### src/rtl/tff_bank_sequencer_pkg.sv
// Purpose: shared command op codes and controller state encoding for the t_ff bank sequencer.
// Latency: n/a (types and constants only).
// Backpressure: n/a.
package tff_seq_pkg;

  // Command op codes. All four 2-bit encodings are legal.
  typedef enum logic [1:0] {
    OP_NOP   = 2'b00,
    OP_WRITE = 2'b01,
    OP_COUNT = 2'b10,
    OP_FLIP  = 2'b11
  } op_t;

  // Controller states. The three spare encodings fall back to IDLE.
  typedef enum logic [2:0] {
    ST_IDLE  = 3'd0,
    ST_WRITE = 3'd1,
    ST_COUNT = 3'd2,
    ST_FLIP  = 3'd3,
    ST_DONE  = 3'd4
  } state_t;

endpackage

### src/rtl/tff_bank_sequencer_if.sv
// Purpose: command handshake bundle between a requester (master) and the sequencer (slave).
// Latency: n/a (wires only); a transfer happens on cmd_valid & cmd_ready at the rising edge.
// Backpressure: the master holds cmd_op/cmd_arg stable with cmd_valid high until cmd_ready.
// Signals: cmd_valid, cmd_op[1:0] (master->slave); cmd_arg[WIDTH-1:0] (master->slave);
//          cmd_ready (slave->master).
interface tff_bank_sequencer_if #(
  parameter int WIDTH = 4
);
  logic             cmd_valid;
  logic             cmd_ready;
  logic [1:0]       cmd_op;
  logic [WIDTH-1:0] cmd_arg;

  modport master (
    output cmd_valid,
    output cmd_op,
    output cmd_arg,
    input  cmd_ready
  );

  modport slave (
    input  cmd_valid,
    input  cmd_op,
    input  cmd_arg,
    output cmd_ready
  );
endinterface

### src/rtl/tff_bank_sequencer_tff.sv
// Purpose: single toggle flip-flop; Q inverts on a clock edge when T is high.
// Latency: 1 cycle from T to Q.
// Backpressure: none.
// Ports: clk, reset (sync, active-high, clears Q), T (toggle enable), Q (state).
module t_ff (
  input  logic clk,
  input  logic reset,
  input  logic T,
  output logic Q
);

  always_ff @(posedge clk) begin
    if (reset) begin
      Q <= 1'b0;
    end else if (T) begin
      Q <= ~Q;
    end
  end

endmodule

### src/rtl/tff_bank_sequencer.sv
// Purpose: command-driven controller that generates the T vector for a bank of WIDTH t_ffs.
// Latency: accept -> done is NOP 1, FLIP 2, WRITE k+2 (k mismatched bits), COUNT n+2 cycles.
// Backpressure: cmd_ready only in IDLE and not in reset; commands offered while busy wait.
// Ports: clk, reset (sync, active-high); cmd (slave handshake: valid/ready/op/arg);
//        busy, done (1-cycle pulse), t_vec (T inputs this cycle), q (bank state).
module tff_bank_sequencer
  import tff_seq_pkg::*;
#(
  parameter int WIDTH = 4
) (
  input  logic                 clk,
  input  logic                 reset,
  tff_bank_sequencer_if.slave  cmd,
  output logic                 busy,
  output logic                 done,
  output logic [WIDTH-1:0]     t_vec,
  output logic [WIDTH-1:0]     q
);

  state_t           state_q, state_d;
  logic [WIDTH-1:0] target_q, target_d;
  logic [WIDTH-1:0] rem_q, rem_d;

  logic [WIDTH-1:0] mism;
  logic [WIDTH-1:0] mism_low;
  logic [WIDTH-1:0] inc_tvec;
  logic [WIDTH-1:0] t_vec_raw;

  // Bits still differing from the WRITE target; only the lowest one toggles per cycle.
  assign mism     = q ^ target_q;
  assign mism_low = mism & (~mism + 1'b1);

  // +1 toggle pattern: bit i flips when every lower bit is one (ripple carry).
  always_comb begin
    inc_tvec    = '0;
    inc_tvec[0] = 1'b1;
    for (int i = 1; i < WIDTH; i++) begin
      inc_tvec[i] = inc_tvec[i-1] & q[i-1];
    end
  end

  always_ff @(posedge clk) begin
    if (reset) begin
      state_q  <= ST_IDLE;
      target_q <= '0;
      rem_q    <= '0;
    end else begin
      state_q  <= state_d;
      target_q <= target_d;
      rem_q    <= rem_d;
    end
  end

  always_comb begin
    state_d       = state_q;
    target_d      = target_q;
    rem_d         = rem_q;
    t_vec_raw     = '0;
    done          = 1'b0;
    cmd.cmd_ready = 1'b0;

    case (state_q)
      ST_IDLE: begin
        cmd.cmd_ready = ~reset;
        if (cmd.cmd_valid && !reset) begin
          case (op_t'(cmd.cmd_op))
            OP_WRITE: begin
              target_d = cmd.cmd_arg;
              state_d  = ST_WRITE;
            end
            OP_COUNT: begin
              rem_d   = cmd.cmd_arg;
              state_d = ST_COUNT;
            end
            OP_FLIP:  state_d = ST_FLIP;
            default:  state_d = ST_DONE;
          endcase
        end
      end
      ST_WRITE: begin
        if (mism != '0) begin
          t_vec_raw = mism_low;
        end else begin
          state_d = ST_DONE;
        end
      end
      ST_COUNT: begin
        if (rem_q != '0) begin
          t_vec_raw = inc_tvec;
          rem_d     = rem_q - 1'b1;
        end else begin
          state_d = ST_DONE;
        end
      end
      ST_FLIP: begin
        t_vec_raw = '1;
        state_d   = ST_DONE;
      end
      ST_DONE: begin
        done    = ~reset;
        state_d = ST_IDLE;
      end
      default: state_d = ST_IDLE;
    endcase
  end

  // While reset is held the bank clears regardless of T, so report a quiet controller.
  assign t_vec = reset ? '0 : t_vec_raw;
  assign busy  = (state_q != ST_IDLE) && !reset;

  for (genvar i = 0; i < WIDTH; i++) begin : g_bank
    t_ff u_tff (
      .clk   (clk),
      .reset (reset),
      .T     (t_vec[i]),
      .Q     (q[i])
    );
  end

endmodule

### src/flat_wrapper.sv
// flat-port wrapper written by rule: the top's interface ports become plain ports
module tff_bank_sequencer_flat import tff_seq_pkg::*;
#(
  parameter int WIDTH = 4
)
  (clk, reset, busy, done, t_vec, q, cmd_cmd_valid, cmd_cmd_op, cmd_cmd_arg, cmd_cmd_ready);
  tff_bank_sequencer_if #(.WIDTH(WIDTH)) cmd_i ();
  input  logic clk;
  input  logic reset;
  output logic busy;
  output logic done;
  output logic [WIDTH-1:0] t_vec;
  output logic [WIDTH-1:0] q;
  input wire logic [$bits(cmd_i.cmd_valid)-1:0] cmd_cmd_valid;
  input wire logic [$bits(cmd_i.cmd_op)-1:0] cmd_cmd_op;
  input wire logic [$bits(cmd_i.cmd_arg)-1:0] cmd_cmd_arg;
  output wire logic [$bits(cmd_i.cmd_ready)-1:0] cmd_cmd_ready;
  assign cmd_i.cmd_valid = cmd_cmd_valid;
  assign cmd_i.cmd_op = cmd_cmd_op;
  assign cmd_i.cmd_arg = cmd_cmd_arg;
  assign cmd_cmd_ready = cmd_i.cmd_ready;
  tff_bank_sequencer #(.WIDTH(WIDTH)) u_core (.clk(clk), .reset(reset), .cmd(cmd_i), .busy(busy), .done(done), .t_vec(t_vec), .q(q));
endmodule
### config.mk
export PLATFORM = sky130hd
export DESIGN_NAME = tff_bank_sequencer_flat
export DESIGN_NICKNAME = d
export VERILOG_FILES = /design/src/rtl/tff_bank_sequencer_pkg.sv /design/src/rtl/tff_bank_sequencer_if.sv /design/src/rtl/tff_bank_sequencer_tff.sv /design/src/rtl/tff_bank_sequencer.sv /design/src/flat_wrapper.sv
export SDC_FILE = /design/constraint.sdc
export NUM_CORES = 1
export LEC_CHECK = 0
export ABC_AREA = 0
export BUFFER_PORTS_ARGS = -buffer_cell sky130_fd_sc_hd__clkbuf_2
export CAP_MARGIN = 20
export CORE_MARGIN = 2
export CORE_UTILIZATION = 52
export CTS_CLUSTER_DIAMETER = 120
export DETAILED_ROUTE_END_ITERATION = 10
export HOLD_SLACK_MARGIN = 0.05
export PLACE_DENSITY = 0.77
export SYNTH_ARGS = -nofsm -noshare
export SYNTH_HDL_FRONTEND = slang
export SYNTH_HIERARCHICAL = 1
export SYNTH_SLANG_ARGS = --single-unit
### constraint.sdc
create_clock -name clk -period 2.4 [get_ports clk]
set_clock_uncertainty 0.05 [all_clocks]
set_input_delay 0.36 -clock clk [delete_from_list [all_inputs] [get_ports clk]]
set_output_delay 0.36 -clock clk [all_outputs]
set_load 0.005 [all_outputs]
==> results of run 1 <==
-- layout make-up --
cell class	count	area [µm²]
Tap cell	17	21.3
Multi-Input combinational cell	86	573
Fill cell	154	642
Timing Repair Buffer	22	118
Clock inverter	1	5.00
Inverter	2	7.51
Clock buffer	3	22.5
Sequential cell	15	300
-- routing by layer --
| metal | GRT usage, % | up-vias | share of wire [%] |
|---|---|---|---|
| li1 | - | 432 | - |
| met2 | 30.0 | 27 | 46 |
| met4 | 5.14 | 0 | 0.70 |
| met3 | 3.57 | 2 | 5.1 |
| met1 | 28.4 | 391 | 49 |
| met5 | 0 | - | 0 |
-- synthesized netlist by cell type (all sizes together), types with 2 or more instances --
master / number / share of area (%)
buf: 3 / 3.0
nor4: 2 / 1.4
a221o: 3 / 3.3
nand3: 5 / 2.7
nor2b: 5 / 3.4
dfxtp: 15 / 33
nand4: 2 / 1.4
nand3b: 2 / 1.6
clkbuf: 3 / 1.2
nand2: 5 / 2.0
nand2b: 4 / 2.7
inv: 2 / 0.82
o21ai: 4 / 2.2
a21oi: 7 / 4.2
xor2: 2 / 1.9
nor3: 3 / 2.2
xnor2: 8 / 7.6
or3b: 2 / 1.9
nor2: 14 / 5.7
o21bai: 2 / 1.6
mux2: 4 / 4.9
-- worst reg2reg max path: stages (launching register included) --
cell and delay (ns):
dfxtp_1 0.33, buf_4 0.17, nor3_2 0.20, nand2_1 0.11
or3_1 0.47, mux2_1 0.35
-- through the flow --
| stage | std cells | power, mW | util [%] | setup WS (ns) |
|---|---|---|---|---|
| floorplan | 109 | 0.340 | - | 0.493 |
| finish | 146 | 0.509 | 62.0 | 0.144 |
| CTS | 146 | 0.510 | 61.9 | 0.0906 |
| global placement | 142 | 0.364 | 60.2 | 0.468 |
| global route | 146 | 0.530 | 62.0 | 0.0201 |
| detailed placement | 142 | 0.366 | 60.2 | 0.428 |
-- cell families after synthesis --
logic type / synth area share [%]
AND/OR/NAND/NOR: 29.5
AO/OA/AOI/OAI: 16.9
flip-flops: 32.7
XOR/XNOR: 9.55
buffers and inverters: 5.05
multiplexers: 4.91
adder cells (fa/ha/maj): 1.36
-- state kept, by name, indices dropped and copies added, names as in the netlist --
register	cells
u_core/target_q	4
u_core/state_q	3
u_core/rem_q	4
u_core/g_bank.u_tff/Q	4
-- power by group --
group          leakage, nW  internal [mW]  switching [mW]
Sequential           0.122          0.258          0.0126
Combinational        0.297         0.0432          0.0485
Clock               0.0177         0.0618          0.0843
Total                0.437          0.363           0.145
-- what timing repair did --
action | 4_1_cts | 5_1_grt
gates resized for setup | 0 | 1
setup buffers | 0 | 0
endpoints found under the setup margin | 0 | 3
-- final timing paths --
kind                                                     start  slack, ns                              end
worst max-delay path            u_core/state_q[0]$_SDFFE_PP0P_       0.14                         t_vec[3]
worst min-delay path                            cmd_cmd_arg[1]       0.25  u_core/target_q[1]$_SDFFE_PP0P_
worst max register to register  u_core/state_q[1]$_SDFFE_PP0P_       0.61  u_core/target_q[3]$_SDFFE_PP0P_
worst min register to register    u_core/rem_q[3]$_SDFFE_PP0P_       0.43     u_core/rem_q[3]$_SDFFE_PP0P_
==> results.tsv, run 1 <==
metric	value	unit
CTS sink cnt	15	
setup TNS	0	ns
critical path arrival	1.85	ns
RSZ-0062 raised after global routing	no	
Die Wd	46.0	µm
CP max stage delay	0.44	ns
Worst-Skew Late Latency	0.28	ns
Root Buffer	clkbuf_4	
Die H	46.0	µm
Final nets	140	
vias in the first global route	687	
Syn Nets	119	
dpl cell area	1020	µm²
leak pwr	0.437	nW
I/O pins	20	
Post-Synthesis Cells	109	
CP max-delay cell	or3b_4	
hold depth	2	
Synth Register Bits	15	
DR pass1 iterations	4	
Tightest Hold Check Type	in -> reg	
Slew HR	63.9	%
antenna violations before repair	0	
design area	1050	µm²
endpoints failing hold	0	
gr usage total	19.7	%
ANT cells	0	
routability congestion estimate	0.953	
antenna-violating nets left	0	
total number of vias	852	
Worst Path Required	1.99	ns
final setup violation count	0	
sequential fraction of the synthesis area	32.7	%
Worst R2R Path Depth	5	
DR WL/cell	13.6	µm
most common flop cell mapped by yosys	dfxtp_1	
maximum fanout along the worst path	10	
P&R area growth vs syn	14.2	%
PD cells	486	nW/µm²
Peak VDD IR	315	µV
crit share post-route	94.0	%
Starting Density	54.3	%
final worst path period need	2.26	ns
kind of end point of the critical path	primary output	
CTS Buf Count	3	
pin count of the biggest net entering global routing	18	
PortBufs	19	
layout cell share with drive strength beyond 1	23.3	%
Post-Route WL	1990	µm
global route overflow	0	
CTS Buffer Depth	2	
CTS Hold Bufs	0	
CTS HTree Levels	1	
FP Rows	15	
Synthesis Warnings	6	
synthesized area per cell	8.41	µm²
CP Class	reg -> out	
hold_ws	0.247	ns
worst-margin pin slew	0.541	ns
CORE AREA	1690	µm²
Final HPWL DP	1530	µm
most common cell after layout, fill and taps aside	clkbuf_2	
Slew Viols, Final	0	
Detailed Route Iter0 Violations	30	
Die ar.	2120	µm²
outcome	finished clean	
cell family with most CP delay	simple AND/OR/NAND/NOR gates	
most frequent cells in the layout	19 x clkbuf_2, 15 x dfxtp_1, 14 x nor2_1	
Peak Freq	443	MHz
clock slew at reported path FFs	0.10	ns
Cell Chain, Critical Path	or3b_4 -> a21oi_1 -> nand3_1 -> o2bb2ai_1 -> clkbuf_2	
Critical Path Source Type	register	
CP Depth	5	
CTS tree	built	
number of distinct library cells after synthesis	37	
worst path bufs/invs	1	
synthesized cell area	917	µm²
vias per cell	5.84	
first-pass GRT wire length	3020	µm
asr flop ratio synth	0	%
Post-synth EDFFs	0	
max_cap viols	0	
Residual DRC	0	
Power figures use the tool's default switching activity.
==> inputs of run 2 (changes only) <==
--- a/config.mk
+++ b/config.mk
@@ -13,7 +13,7 @@
 export CTS_CLUSTER_DIAMETER = 120
 export DETAILED_ROUTE_END_ITERATION = 10
 export HOLD_SLACK_MARGIN = 0.05
-export PLACE_DENSITY = 0.77
+export PLACE_DENSITY_LB_ADDON = 0.15
 export SYNTH_ARGS = -nofsm -noshare
 export SYNTH_HDL_FRONTEND = slang
 export SYNTH_HIERARCHICAL = 1
==> run 2 against run 1 <==
  * Non-clock buffer count did not move
  * Sequential share of layout area barely moved
  * Core utilization fell by 0.074 points
  * Final cell count did not move
  * Worst setup slack improved by 0.0058 ns
  * Critical path type unchanged
  * Critical endpoint unchanged
  * Largest cell class unchanged
  * Largest power group unchanged
  * Highest routed layer unchanged
==> results.tsv, run 2 (synthesized netlist as in run 1, its figures left out) <==
metric	value	unit	change
outcome	finished clean		
setup TNS	0	ns	unchanged
antenna-violating nets left	0		unchanged
vias in the first global route	797		+16%
Residual DRC	0		unchanged
leak pwr	0.434	nW	-0.63%
most common cell after layout, fill and taps aside	clkbuf_2		
P&R area growth vs syn	14.1	%	
RSZ-0062 raised after global routing	no		
CP max stage delay	0.45	ns	about the same
kind of end point of the critical path	primary output		
Die H	46.0	µm	unchanged
final setup violation count	0		unchanged
clock power share	28.3	%	-0.4 points
Reg-to-Reg Start	u_core/state_q[0]$_SDFFE_PP0P_		
Die Wd	46.0	µm	unchanged
CP Class	reg -> out		
most frequent cells in the layout	19 x clkbuf_2, 15 x dfxtp_1, 14 x nor2_1		
Flop pwr share	53.5	%	+0.2 points
Root Buffer	clkbuf_4		
total power	0.507	mW	-0.27%
Worst-Skew Late Latency	0.27	ns	about the same
Worst Setup SP	u_core/state_q[0]$_SDFFE_PP0P_		
Starting Density	54.3	%	unchanged
PD cells	485	nW/µm²	-0.15%
Reg-to-Reg End	u_core/target_q[2]$_SDFFE_PP0P_		
max_cap viols	0		unchanged
Critical Path Source Type	register		
post-CTS sizing	0		unchanged
pin count of the biggest net entering global routing	13		-5
critical path endpoint	t_vec[3]		
endpoints failing hold	0		unchanged
Switching Fraction	27.9	%	-0.69 points
Post-CTS Setup Bufs	0		unchanged
Detailed Route Iter0 Violations	25		-17%
Final HPWL DP	1550	µm	+1.4%
top flop regs	u_core/g_bank.u_tff/Q: 4 flops, u_core/rem_q: 4 flops, u_core/target_q: 4 flops		
Comb power frac	18.2	%	+0.2 points
final worst path period need	2.25	ns	-0.00579 ns
gr usage total	22.3	%	+2.5 points
flop-to-flop setup slack	0.62	ns	about the same
HP Start	cmd_cmd_arg[0]		
clock slew at reported path FFs	0.09	ns	about the same
Worst R2R Path Depth	4		-1
global route overflow	0		unchanged
Sw Pwr	0.141	mW	-2.7%
DR pass1 iterations	4		unchanged
CTS Buffer Depth	2		unchanged
first-pass GRT wire length	3450	µm	+14%
I/O pins	20		unchanged
Power Internal	0.366	mW	+0.69%
Slew Viols, Final	0		unchanged
Worst Path Required	1.99	ns	about the same
Die ar.	2120	µm²	unchanged
FP Rows	15		unchanged
maximum fanout along the worst path	10		unchanged
Peak Freq	444	MHz	+0.26%
CTS tree	built		
Post-Route WL	2000	µm	+0.40%
Tightest Hold Check Type	in -> reg		
ANT cells	0		unchanged
CTS Buf Count	3		unchanged
layout cell share with drive strength beyond 1	22.5	%	-0.78 points
CP max-delay cell	or3b_4		
CTS HTree Levels	1		unchanged
Peak VDD IR	298	µV	-5.4%
Slew HR	64.0	%	+0.13 points
Cell Chain, Critical Path	or3b_4 -> a21oi_1 -> nand3_1 -> o2bb2ai_1 -> clkbuf_2		
crit share post-route	93.7	%	-0.24 points
PortBufs	19		unchanged
worst-margin pin slew	0.539	ns	-0.00196 ns
antenna violations before repair	0		unchanged
Final nets	140		unchanged
critical path arrival	1.84	ns	about the same
CORE AREA	1690	µm²	unchanged
routability congestion estimate	0.857		-10%
total number of vias	847		-0.59%
CTS sink cnt	15		unchanged
CTS Hold Bufs	0		unchanged
DR WL/cell	13.7	µm	+0.40%
vias per cell	5.80		-0.59%
[run 2: metal layers]
| layer | vias to the layer above | routed length [µm] | share of wire (%) | track usage (%) |
|---|---|---|---|---|
| li1 | 430 | - | - | - |
| met1 | 394 | 967 | 48 | 30.6 |
| met2 | 21 | 935 | 47 | 35.3 |
| met3 | 2 | 80 | 4.0 | 3.57 |
| met4 | 0 | 15 | 0.75 | 6.86 |
| met5 | - | 0 | 0 | 0 |
[run 2: how the worst min path moves through the flow]
stage / to / depth (start not counted)
after floorplan: u_core/g_bank[0].u_tff/Q$_SDFFE_PP0P_ / 1
after global placement: u_core/rem_q[3]$_SDFFE_PP0P_ / 2
after detailed placement: u_core/rem_q[3]$_SDFFE_PP0P_ / 2
after CTS: u_core/target_q[0]$_SDFFE_PP0P_ / 2
after global routing: u_core/target_q[1]$_SDFFE_PP0P_ / 2
final: u_core/target_q[0]$_SDFFE_PP0P_ / 2
[run 2: layout make-up]
class	count	area, µm²
well taps	17	21.3
inverters	2	7.51
clock buffers	4	26.3
flip-flops and latches	15	300
multi-input cells	86	573
repair buffers	22	118
fillers	155	643
[run 2: critical path: cells and delay by family (launching register included)]
| kind | cells | cell delay (ns) |
|---|---|---|
| AND/OR/NAND/NOR | 2 | 0.58 |
| flip-flops | 1 | 0.42 |
| AO/OA/AOI/OAI | 2 | 0.42 |
| buffers and inverters | 1 | 0.15 |
[run 2: power by group through the flow]
stage / logic (mW) / registers [mW] / clock network [mW]
CTS: 0.0904 / 0.271 / 0.148
detailed placement: 0.0899 / 0.276 / 0
global route: 0.103 / 0.273 / 0.158
floorplan: 0.0683 / 0.271 / 0
global placement: 0.0901 / 0.275 / 0
finish: 0.0921 / 0.271 / 0.144
[run 2: metrics by stage]
step | util, % | hold slack [ns] | setup slack, ns | area [µm²] | std cells
after floorplan | - | 0.382 | 0.493 | 917 | 109
after global placement | 60.2 | 0.403 | 0.461 | 1020 | 142
after detailed placement | 60.2 | 0.415 | 0.432 | 1020 | 142
after CTS | 61.8 | 0.248 | 0.105 | 1040 | 146
after global routing | 61.9 | 0.255 | 0.00679 | 1050 | 146
final | 61.9 | 0.252 | 0.150 | 1050 | 146
==> inputs of run 3 (changes only) <==
--- a/config.mk
+++ b/config.mk
@@ -8,13 +8,13 @@
 export ABC_AREA = 0
 export BUFFER_PORTS_ARGS = -buffer_cell sky130_fd_sc_hd__clkbuf_2
 export CAP_MARGIN = 20
+export CORE_ASPECT_RATIO = 0.7
 export CORE_MARGIN = 2
-export CORE_UTILIZATION = 52
+export CORE_UTILIZATION = 54
 export CTS_CLUSTER_DIAMETER = 120
 export DETAILED_ROUTE_END_ITERATION = 10
 export HOLD_SLACK_MARGIN = 0.05
 export PLACE_DENSITY_LB_ADDON = 0.15
 export SYNTH_ARGS = -nofsm -noshare
 export SYNTH_HDL_FRONTEND = slang
-export SYNTH_HIERARCHICAL = 1
 export SYNTH_SLANG_ARGS = --single-unit
==> run 3 against run 2 <==
  * Sequential cell count unchanged
  * Critical path depth fell by 2
  * Synthesized area increased by 16%
  * Power up 2.4%
  * Clock power is 5% higher
  * Combinational power up 7.3%
  * Count of clock-buffer cells in the layout decreased by 1
  * Critical endpoint unchanged
==> results.tsv, run 3 <==
metric	value	unit	change
outcome	finished clean		
main combinational cell family by area after synthesis	simple AND/OR/NAND/NOR gates		
Slew HR	63.7	%	-0.36 points
I/O pins	20		unchanged
leak pwr	0.444	nW	+2.3%
Final HPWL DP	1710	µm	+10%
top flop regs	u_core.g_bank.u_tff.Q: 4 flops, u_core.rem_q: 4 flops, u_core.target_q: 4 flops		
most common cell after layout, fill and taps aside	clkbuf_2		
Peak VDD IR	352	µV	+18%
gr usage total	21.4	%	-0.86 points
synthesized cell area	1060	µm²	+16%
worst-margin pin slew	0.544	ns	+0.00584 ns
fin cells	158		+8.2%
most area-hungry cell type in the Yosys netlist	dfxtp_1		
vias per cell	5.77		-0.61%
critical path arrival	1.88	ns	+0.04 ns
most frequent cell after synthesis	nor2_1		
hold depth	3		+1
Reg-to-Reg End	u_core.g_bank[0].u_tff.Q$_SDFFE_PP0P_		
HP Start	cmd_cmd_arg[1]		
DR WL/cell	14.0	µm	+2.3%
RSZ-0062 raised after global routing	no		
CP max-delay cell	dfxtp_1		
final setup violation count	0		unchanged
hold path endpoint	u_core.target_q[1]$_SDFFE_PP0P_		
met1 Resource Use GR	29.1	%	-1.6 points
Post-synth EDFFs	0		unchanged
Final nets	147		+5.0%
Post-Route WL	2210	µm	+11%
clock slew at reported path FFs	0.10	ns	about the same
setup TNS	0	ns	unchanged
FP Rows	13		-2
Post-CTS Setup Bufs	0		unchanged
number of distinct library cells after synthesis	43		+16%
PD cells	460	nW/µm²	-5.1%
Root Buffer	clkbuf_4		
Post-Synthesis Cells	125		+15%
mux contribution to synthesized area	6.71	%	+1.8 points
post-CTS sizing	0		unchanged
Residual DRC	0		unchanged
maximum fanout along the worst path	14		+4
complex-gate fraction of the synthesized area	17.2	%	+0.28 points
CTS sink cnt	15		unchanged
synthesized area per cell	8.50	µm²	+1.0%
kind of end point of the critical path	primary output		
DP Cell Count	154		+8.5%
CTS Hold Bufs	0		unchanged
Peak Freq	436	MHz	-1.8%
M3 GR Usage	6.94	%	+3.4 points
DR pass1 iterations	4		unchanged
layout cell share with drive strength beyond 1	25.0	%	+2.5 points
Synth Area in Simple Gates	30.6	%	+1.2 points
CP Class	reg -> out		
hold_ws	0.280	ns	+0.0280 ns
antenna violations before repair	0		unchanged
Worst Path Required	1.99	ns	about the same
Switching Fraction	30.1	%	+2.2 points
Power Internal	0.363	mW	-0.75%
most common flop cell mapped by yosys	dfxtp_1		
Most Used Layer, Global Route	met2		
met2 Usage GRT	33.3	%	-1.9 points
Critical Path Source Type	register		
most frequent cells in the layout	19 x clkbuf_2, 16 x nor2_1, 15 x dfxtp_1		
Starting Density	57.3	%	+3.0 points
Final WS setup	0.109	ns	-0.0410 ns
CORE AREA	1850	µm²	+9.8%
first-pass GRT wire length	3690	µm	+7.0%
crit share post-route	95.5	%	+1.7 points
Synth area leaders	dfxtp_1 28%, mux2i_1 5.7%, buf_4 5.7%		
CTS tree	built		
endpoints failing hold	0		unchanged
total number of vias	911		+7.6%
CP max stage delay	0.67	ns	+0.22 ns
Worst-Skew Late Latency	0.29	ns	+0.02 ns
P&R area growth vs syn	6.24	%	
clock power share	29.0	%	+0.7 points
pin count of the biggest net entering global routing	19		+6
Flop pwr share	51.9	%	-1.6 points
Die H	41.1	µm	-11%
Tightest Hold Check Type	in -> reg		
Slew Viols, Final	0		unchanged
sequential fraction of the synthesis area	28.3	%	-4.5 points
Sw Pwr	0.156	mW	+10%
ANT cells	0		unchanged
Syn Nets	135		+13%
Cell Chain, Critical Path	nor3b_1 -> a311o_1 -> clkbuf_2		
Comb power frac	19.0	%	+0.8 points
PortBufs	19		unchanged
Worst R2R Path Depth	4		unchanged
asr flop ratio synth	0	%	unchanged
Post-Synth XOR/XNOR Area	4.95	%	-4.6 points
fraction of the mapped netlist area in adder cells	1.18	%	-0.19 points
vias in the first global route	822		+3.1%
commonest cells in the netlist	16 x nor2_1, 15 x dfxtp_1, 8 x a21oi_1, 8 x buf_4, 7 x nor3_1		
Place WS	0.473	ns	+0.0408 ns
CTS Buffer Depth	2		unchanged
Reg-to-Reg Start	u_core.state_q[1]$_SDFFE_PP0P_		
Die Wd	57.0	µm	+24%
Synthesis Warnings	0		-6
Detailed Route Iter0 Violations	56		+120%
global route overflow	0		unchanged
Synth Register Bits	15		unchanged
Die ar.	2340	µm²	+11%
flop-to-flop setup slack	0.48	ns	-0.14 ns
CTS HTree Levels	1		unchanged
final worst path period need	2.29	ns	+0.0410 ns
antenna-violating nets left	0		unchanged
routability congestion estimate	0.883		+3.0%
CTS Buf Count	3		unchanged
max_cap viols	0		unchanged
top-area cell type share of the netlist area	28.3	%	-4.5 points
## run 3: per-stage QoR
stage / util [%] / instance area (µm²) / power (mW)
CTS: 60.9 / 1130 / 0.521
global route: 60.9 / 1130 / 0.543
detailed placement: 59.4 / 1100 / 0.373
global placement: 59.4 / 1100 / 0.372
finish: 60.9 / 1130 / 0.519
floorplan: - / 1060 / 0.347
## run 3: routing by layer
layer / vias to the layer above / share of wire [%]
met4: 0 / 0.45
met2: 31 / 43
li1: 461 / -
met3: 2 / 8.1
met1: 417 / 48
met5: - / 0
## run 3: logic make-up (layout without fill, tap and decap cells)
family,Yosys count,in the layout
flip-flops,15,15
AND/OR/NAND/NOR,55,55
adder cells (fa/ha/maj),1,1
buffers and inverters,18,29
AO/OA/AOI/OAI,23,23
multiplexers,7,7
XOR/XNOR,6,6
## run 3: cell type report
type / count / area [µm²]
Fill cell: 171 / 726
Clock buffer: 3 / 22.5
Clock inverter: 1 / 5.00
Tap cell: 22 / 27.5
Inverter: 3 / 11.3
Multi-Input combinational cell: 92 / 644
Sequential cell: 15 / 300
Timing Repair Buffer: 22 / 118
## run 3: power groups by stage
stage / sequential [mW] / clock (mW) / combinational [mW]
after floorplan: 0.268 / 0 / 0.0793
after detailed placement: 0.275 / 0 / 0.0978
after global placement: 0.275 / 0 / 0.0972
after global routing: 0.271 / 0.163 / 0.109
after CTS: 0.270 / 0.154 / 0.0981
final: 0.270 / 0.151 / 0.0988
## run 3: how the worst max path moves through the flow
stage	from	depth (start not counted)	end
floorplan	u_core.rem_q[0]$_SDFFE_PP0P_	6	t_vec[1]
global placement	reset	6	u_core.rem_q[0]$_SDFFE_PP0P_
detailed placement	u_core.state_q[0]$_SDFFE_PP0P_	3	t_vec[3]
CTS	u_core.rem_q[0]$_SDFFE_PP0P_	6	t_vec[1]
global route	u_core.state_q[0]$_SDFFE_PP0P_	3	t_vec[3]
finish	u_core.state_q[0]$_SDFFE_PP0P_	3	t_vec[3]
## run 3: critical path: cells and delay by family, from the launching register on
kind                   cells  cell delay, ns
AO/OA/AOI/OAI              1            0.29
buffers and inverters      1            0.12
AND/OR/NAND/NOR            1            0.50
flip-flops                 1            0.67
